<file path="src/rtl/conv_pkg.sv">
// Shared definitions for the streaming FIR block.
// State encoding and width helpers.
package conv_pkg;

    localparam logic ST_FILL = 1'b0;
    localparam logic ST_RUN  = 1'b1;

    typedef enum logic {
        FILL = ST_FILL,
        RUN  = ST_RUN
    } conv_state_t;

    function automatic int clog2(input int n);
        int r;
        r = 0;
        for (int i = 0; i < 31; i++) begin
            if ((1 << i) < n) r = i + 1;
        end
        return r;
    endfunction

    // Accumulator width wide enough that the tap sum never wraps.
    function automatic int acc_w(input int dw, input int cw, input int taps);
        return dw + cw + clog2(taps);
    endfunction

endpackage

</file>
<file path="src/rtl/conv_round_sat.sv">
// Combinational round-half-up, arithmetic shift and saturation.
// The parent registers the result.
module conv_round_sat #(
    parameter int IN_W  = 26,
    parameter int OUT_W = 13,
    parameter int SHIFT = 0
) (
    input  logic signed [IN_W-1:0]  din,
    output logic signed [OUT_W-1:0] dout,
    output logic                    ovf
);

    localparam int EW = IN_W + 1;
    localparam int HS = (SHIFT > 0) ? SHIFT - 1 : 0;
    localparam logic signed [EW-1:0] ONE  = 1;
    localparam logic signed [EW-1:0] HALF = (SHIFT > 0) ? (ONE <<< HS) : '0;
    localparam logic signed [EW-1:0] MAXV = (ONE <<< (OUT_W - 1)) - ONE;
    localparam logic signed [EW-1:0] MINV = -MAXV - ONE;

    logic signed [EW-1:0] ext;
    logic signed [EW-1:0] rnd;
    logic signed [EW-1:0] shf;

    // Extra headroom bit keeps the rounding add from wrapping.
    always_comb begin
        ext  = EW'(din);
        rnd  = ext + HALF;
        shf  = rnd >>> SHIFT;
        dout = shf[OUT_W-1:0];
        ovf  = 1'b0;
        if (shf > MAXV) begin
            dout = MAXV[OUT_W-1:0];
            ovf  = 1'b1;
        end else if (shf < MINV) begin
            dout = MINV[OUT_W-1:0];
            ovf  = 1'b1;
        end
    end

endmodule

</file>
<file path="src/rtl/conv_fir_stream.sv">
// Streaming FIR: y[n] = sum h[k]*x[n-k], three-stage pipeline.
// Products, tap sum, then scale/saturate.
module conv_fir_stream
    import conv_pkg::*;
#(
    parameter int DATA_W = 12,
    parameter int COEF_W = 12,
    parameter int TAPS   = 4,
    parameter int OUT_W  = 13,
    parameter int SHIFT  = 0
) (
    input  logic                      clk,
    input  logic                      reset,
    input  logic                      coef_we,
    input  logic [clog2(TAPS)-1:0]    coef_addr,
    input  logic [COEF_W-1:0]         coef_data,
    input  logic                      in_valid,
    input  logic [DATA_W-1:0]         in_data,
    output logic                      out_valid,
    output logic [OUT_W-1:0]          out_data,
    output logic                      out_ovf,
    output logic                      filled
);

    localparam int AW    = clog2(TAPS);
    localparam int PW    = DATA_W + COEF_W;
    localparam int ACC_W = acc_w(DATA_W, COEF_W, TAPS);

    conv_state_t state, state_n;
    logic [AW-1:0] cnt, cnt_n;
    logic take;

    logic signed [DATA_W-1:0] x   [TAPS];
    logic signed [DATA_W-1:0] x_n [TAPS];
    logic signed [COEF_W-1:0] h   [TAPS];
    logic signed [PW-1:0]     p   [TAPS];
    logic signed [ACC_W-1:0]  sum;
    logic signed [ACC_W-1:0]  acc;
    logic                     v1, v2;
    logic signed [OUT_W-1:0]  rs_data;
    logic                     rs_ovf;

    // Fill state and sample counter register.
    always_ff @(posedge clk) begin
        if (reset) begin
            state <= FILL;
            cnt   <= '0;
        end else begin
            state <= state_n;
            cnt   <= cnt_n;
        end
    end

    // Only the sample that completes the fill, and later ones, are tagged.
    always_comb begin
        state_n = state;
        cnt_n   = cnt;
        take    = 1'b0;
        unique case (state)
            FILL: begin
                if (in_valid) begin
                    if (cnt == AW'(TAPS - 1)) begin
                        state_n = RUN;
                        take    = 1'b1;
                    end else begin
                        cnt_n = cnt + 1'b1;
                    end
                end
            end
            RUN: take = in_valid;
        endcase
    end

    assign filled = (state == RUN);

    // Delay line as it will look after this edge's shift.
    always_comb begin
        x_n[0] = $signed(in_data);
        for (int k = 1; k < TAPS; k++) x_n[k] = x[k-1];
    end

    // Delay line shift and coefficient writes.
    always_ff @(posedge clk) begin
        if (reset) begin
            for (int k = 0; k < TAPS; k++) begin
                x[k] <= '0;
                h[k] <= '0;
            end
        end else begin
            if (in_valid) x <= x_n;
            if (coef_we && int'(coef_addr) < TAPS)
                h[coef_addr] <= $signed(coef_data);
        end
    end

    // S1: products use current coefficients, so a same-edge write
    // only affects later samples.
    always_ff @(posedge clk) begin
        if (reset) begin
            for (int k = 0; k < TAPS; k++) p[k] <= '0;
            v1 <= 1'b0;
        end else begin
            for (int k = 0; k < TAPS; k++)
                p[k] <= PW'(x_n[k]) * PW'(h[k]);
            v1 <= take;
        end
    end

    // Sign-extended sum of all tap products.
    always_comb begin
        sum = '0;
        for (int k = 0; k < TAPS; k++) sum = sum + ACC_W'(p[k]);
    end

    // S2: register the tap sum.
    always_ff @(posedge clk) begin
        if (reset) begin
            acc <= '0;
            v2  <= 1'b0;
        end else begin
            acc <= sum;
            v2  <= v1;
        end
    end

    conv_round_sat #(
        .IN_W  (ACC_W),
        .OUT_W (OUT_W),
        .SHIFT (SHIFT)
    ) u_rs (
        .din  (acc),
        .dout (rs_data),
        .ovf  (rs_ovf)
    );

    // S3: outputs hold their last value across gaps.
    always_ff @(posedge clk) begin
        if (reset) begin
            out_valid <= 1'b0;
            out_data  <= '0;
            out_ovf   <= 1'b0;
        end else begin
            out_valid <= v2;
            if (v2) begin
                out_data <= rs_data;
                out_ovf  <= rs_ovf;
            end
        end
    end

endmodule
</file>
<file path="config.mk">
export PLATFORM = sky130hd
export DESIGN_NAME = conv_fir_stream
export DESIGN_NICKNAME = d
export VERILOG_FILES = /design/src/rtl/conv_pkg.sv /design/src/rtl/conv_round_sat.sv /design/src/rtl/conv_fir_stream.sv
export SDC_FILE = /design/constraint.sdc
export NUM_CORES = 2
export LEC_CHECK = 0
export CAP_MARGIN = 30
export CELL_PAD_IN_SITES_DETAIL_PLACEMENT = 1
export CELL_PAD_IN_SITES_GLOBAL_PLACEMENT = 2
export CORE_ASPECT_RATIO = 0.9
export CORE_MARGIN = 1.5
export CORE_UTILIZATION = 43
export CTS_BUF_LIST = sky130_fd_sc_hd__clkbuf_8
export CTS_CLUSTER_SIZE = 14
export DETAILED_ROUTE_END_ITERATION = 8
export PLACE_DENSITY = 0.79
export SLEW_MARGIN = 20
export SYNTH_ARGS = -nofsm -noshare
export SYNTH_HDL_FRONTEND = slang
export SYNTH_SLANG_ARGS = --single-unit
</file>
<file path="constraint.sdc">
create_clock -name clk -period 7.31 [get_ports clk]
set_input_delay 1.462 -clock clk [delete_from_list [all_inputs] [get_ports clk]]
set_output_delay 1.462 -clock clk [all_outputs]
set_load 0.02 [all_outputs]
</file>
==> impl_metrics.yaml <==
status:
  status: "complete, no violations"
logic_synthesis:
  synth_fp_nets: 4112
  netlist.area_leader.share_pct: 39.1
  ys_types: 62
  ys_seq_area_share_pct: 16.3
  synth_seq_cells: 226
  yosysWarnings: 0
  yosysTopAreaCell: "fa_1"
  synth_edf_count: 48
  synth_ff_type: "dfxtp_1"
  ys_async_sr_fraction_pct: 0
  syn_inst: 3251
  syn_area_per_cell_sq_um: 9.46
  syn-cell-area_sq_mm: 0.0307
  synth_top_cells_by_area: "fa_1 39%, dfxtp_1 12%, ha_1 9.4%"
setup_path:
  critical_path_cell_count: 19
  cp.required_ps: 7760
  cpMaxStageDelayCell: "clkdlybuf4s50_1"
  cp-end-kind: "flop"
  path_delay_family: "adder cells"
  path_max_fanout: 11
  crit_path_start_kind: "input pin"
  critPathMostFrequentCell: "fa_1"
  path_cells: "clkdlybuf4s50_1, buf_4, and2_1, fa_1, inv_1, fa_1, inv_1, fa_1, fa_1, inv_1, fa_1, inv_1, ha_1, nand2_1, o21ai_0, o211a_1, o21a_1, o21ai_0, o311ai_0"
  r2r_cells: 19
  critPathKind: "input pin to flop"
  cp_slowest_stage_delay_ps: 710
  cp_num_buf_inv: 6
  cp.arrival_ps: 7060
  worst-r2r-setup-slack_ps: 1060
cells_and_area:
  instances_no_fill: 4233
  drive_gt1_share_pct: 4.23
  final_nets: 4111
  fillers: 8025
  fin_util_pct: 47.2
  syn_to_final_growth_pct: 7.88
timing:
  hold_viol_final: 0
  worstMarginPinSlew_ps: 944
  period_needed_ps: 6610
  maxSlewViolCount: 0
  setup_viol: 0
  max_freq_mhz: 151
  rsz0062_at_grt: "no"
  hold-worst-slack_ps: 446
  totalNegativeSetupSlack_ps: 0
  max-slew-margin-rel_pct: 37.0
  skew_ps: 66.2
  timing.final.crit_share_pct: 90.5
clocking:
  clk_latency_ps: 660
  cts_tree: "done"
  post_cts_resized: 0
  numCtsBuffers: 46
  cts.path.max_buffers: 3
  cts_root_buf: "clkbuf_8"
  cts.hold.buffers_added: 0
  cts_setup_buffers: 0
  htreeDepth: 2
  clock_sinks: 226
  clk_pin_slew_ps: 70
worst_hold_path:
  whs_path_depth: 2
  hold_class: "flop to flop"
global_routing:
  grt.overflow.total: 0
  grt_pass1_wl_um: 146000
  grt_pass1_vias: 25500
  gr-usage-all-layers_pct: 25.9
  antenna_found_initial: 5
  grt_max_degree: 114
detailed_routing:
  viasPerCell: 5.17
  first_pass_iters: 5
  dr_total_vias: 21900
  drc: 0
  drt_wl_total_um: 89600
  drt_iter0_drc: 1068
  post_drt_wl_per_cell_um: 21.2
  ant_nets: 0
power_and_ir_drop:
  p_per_area_mw_per_mm2: 310
  ir_worst_vdd_mv: 0.326
  cellLeakagePower_nw: 16.5
floorplan:
  pin_count: 46
  rows: 92
  core_sq_mm: 0.0703
  die-width_um: 285
  dieArea_sq_mm: 0.0731
  start_util_pct: 43.7
  die_h_um: 257
place:
  hpwl_um: 74100
  gp_congestion: 0.864
  placedCellCount: 4140
  portBuffers: 45
job:
  maxCapViolations: 0
==> path summary, 6_finish.rpt <==
check                                         from                       end
worst max-delay path                    in_data[5]       p[0][17]$_SDFF_PP0_
worst min-delay path             acc[2]$_SDFF_PP0_  out_data[2]$_SDFFE_PP0P_
worst min register to register   acc[2]$_SDFF_PP0_  out_data[2]$_SDFFE_PP0P_
worst max register to register  x[35]$_SDFFE_PP0P_       p[2][23]$_SDFF_PP0_
==> cell families after synthesis <==
| family | count (synthesis) | share of synthesized area, % |
|---|---|---|
| flip-flops | 226 | 16.3 |
| AO/OA/AOI/OAI | 267 | 6.04 |
| adder cells (fa/ha/maj) | 831 | 48.5 |
| multiplexers | 55 | 1.87 |
| XOR/XNOR | 73 | 2.08 |
| buffers and inverters | 794 | 9.70 |
| AND/OR/NAND/NOR | 1005 | 15.5 |
==> per-stage QoR <==
step | setup slack (ps) | power, mW | area (sq um)
floorplan | 985 | 6.84 | 30700
CTS | 702 | 10.4 | 33100
finish | 698 | 10.3 | 33200
detailed placement | 9.02 | 8.86 | 32100
global placement | 236 | 8.60 | 32100
global route | 403 | 11.4 | 33200
==> cell type report <==
class	instances	area, sq um	area share, %
multi-input combinational	2231	22800	68.6
sequential	226	5000	15.1
inverter	664	2490	7.52
tap	940	1180	3.55
timing repair buffer	81	714	2.15
clock buffer	48	661	1.99
clock inverter	37	345	1.04
antenna	6	15.0	0.0453
==> cells in the mapped netlist (8+ instances only) <==
library cell / n
edfxtp_1: 48
and3_1: 10
nor2b_1: 52
nor2_1: 189
a21boi_0: 10
inv_1: 660
nand3_1: 9
mux2_2: 11
nor3b_1: 13
o21ai_0: 50
nor3_1: 40
o21a_1: 12
a21oi_1: 51
nand4_1: 8
clkbuf_1: 126
a21o_1: 43
o21bai_1: 8
mux2i_1: 41
and2_1: 219
a211oi_1: 30
xnor2_1: 56
xor2_1: 17
dfxtp_1: 178
fa_1: 601
nand2_1: 413
o31a_1: 8
ha_1: 230
nand2b_1: 20
==> flip-flops by register name, summed over array words and instances (netlist names), 2 cells and up <==
register and flops:
acc 26, out_data 13, p 96, h 48, cnt 2, x 36
==> placed cells by master (no fill, tap or decap), drive strengths merged, types with 9 or more instances in the layout <==
cell type and n:
nor3b 13, nor2 189, a211oi 31, ha 230, edfxtp 48, and3 10
inv 675, and2 219, a21oi 51, mux2i 41, clkinv 17, mux2 14
nor3 40, o21ai 52, nand2b 20, clkbuf 48, o21a 12, xor2 17
dfxtp 178, clkdlybuf4s50 43, nand2 413, fa 601, nand3 9, a21boi 10
a21o 43, nor2b 52, xnor2 56, buf 38
==> report_power, final <==
part / switching, mW / internal (mW)
clock: 0.662 / 0.832
combinational: 4.01 / 2.96
sequential: 0.263 / 1.55
==> worst register-to-register path: cells and delay by family, from the launching register on <==
kind / cells / cell delay, ps
XOR/XNOR: 1 / 200
AND/OR/NAND/NOR: 4 / 740
AO/OA/AOI/OAI: 3 / 840
adder cells (fa/ha/maj): 6 / 3040
buffers and inverters: 5 / 470
flip-flops: 1 / 820
==> routing by layer <==
layer | GRT usage (%) | vias to the layer above | wire (um) | share of wire (%)
met4 | 7.90 | 0 | 2800 | 3.1
met3 | 3.33 | 122 | 3560 | 4.0
met1 | 34.5 | 11400 | 39700 | 44
met2 | 43.9 | 418 | 43500 | 49
li1 | - | 9887 | - | -
met5 | 0 | - | 0 | 0
Power figures use the tool's default switching activity.
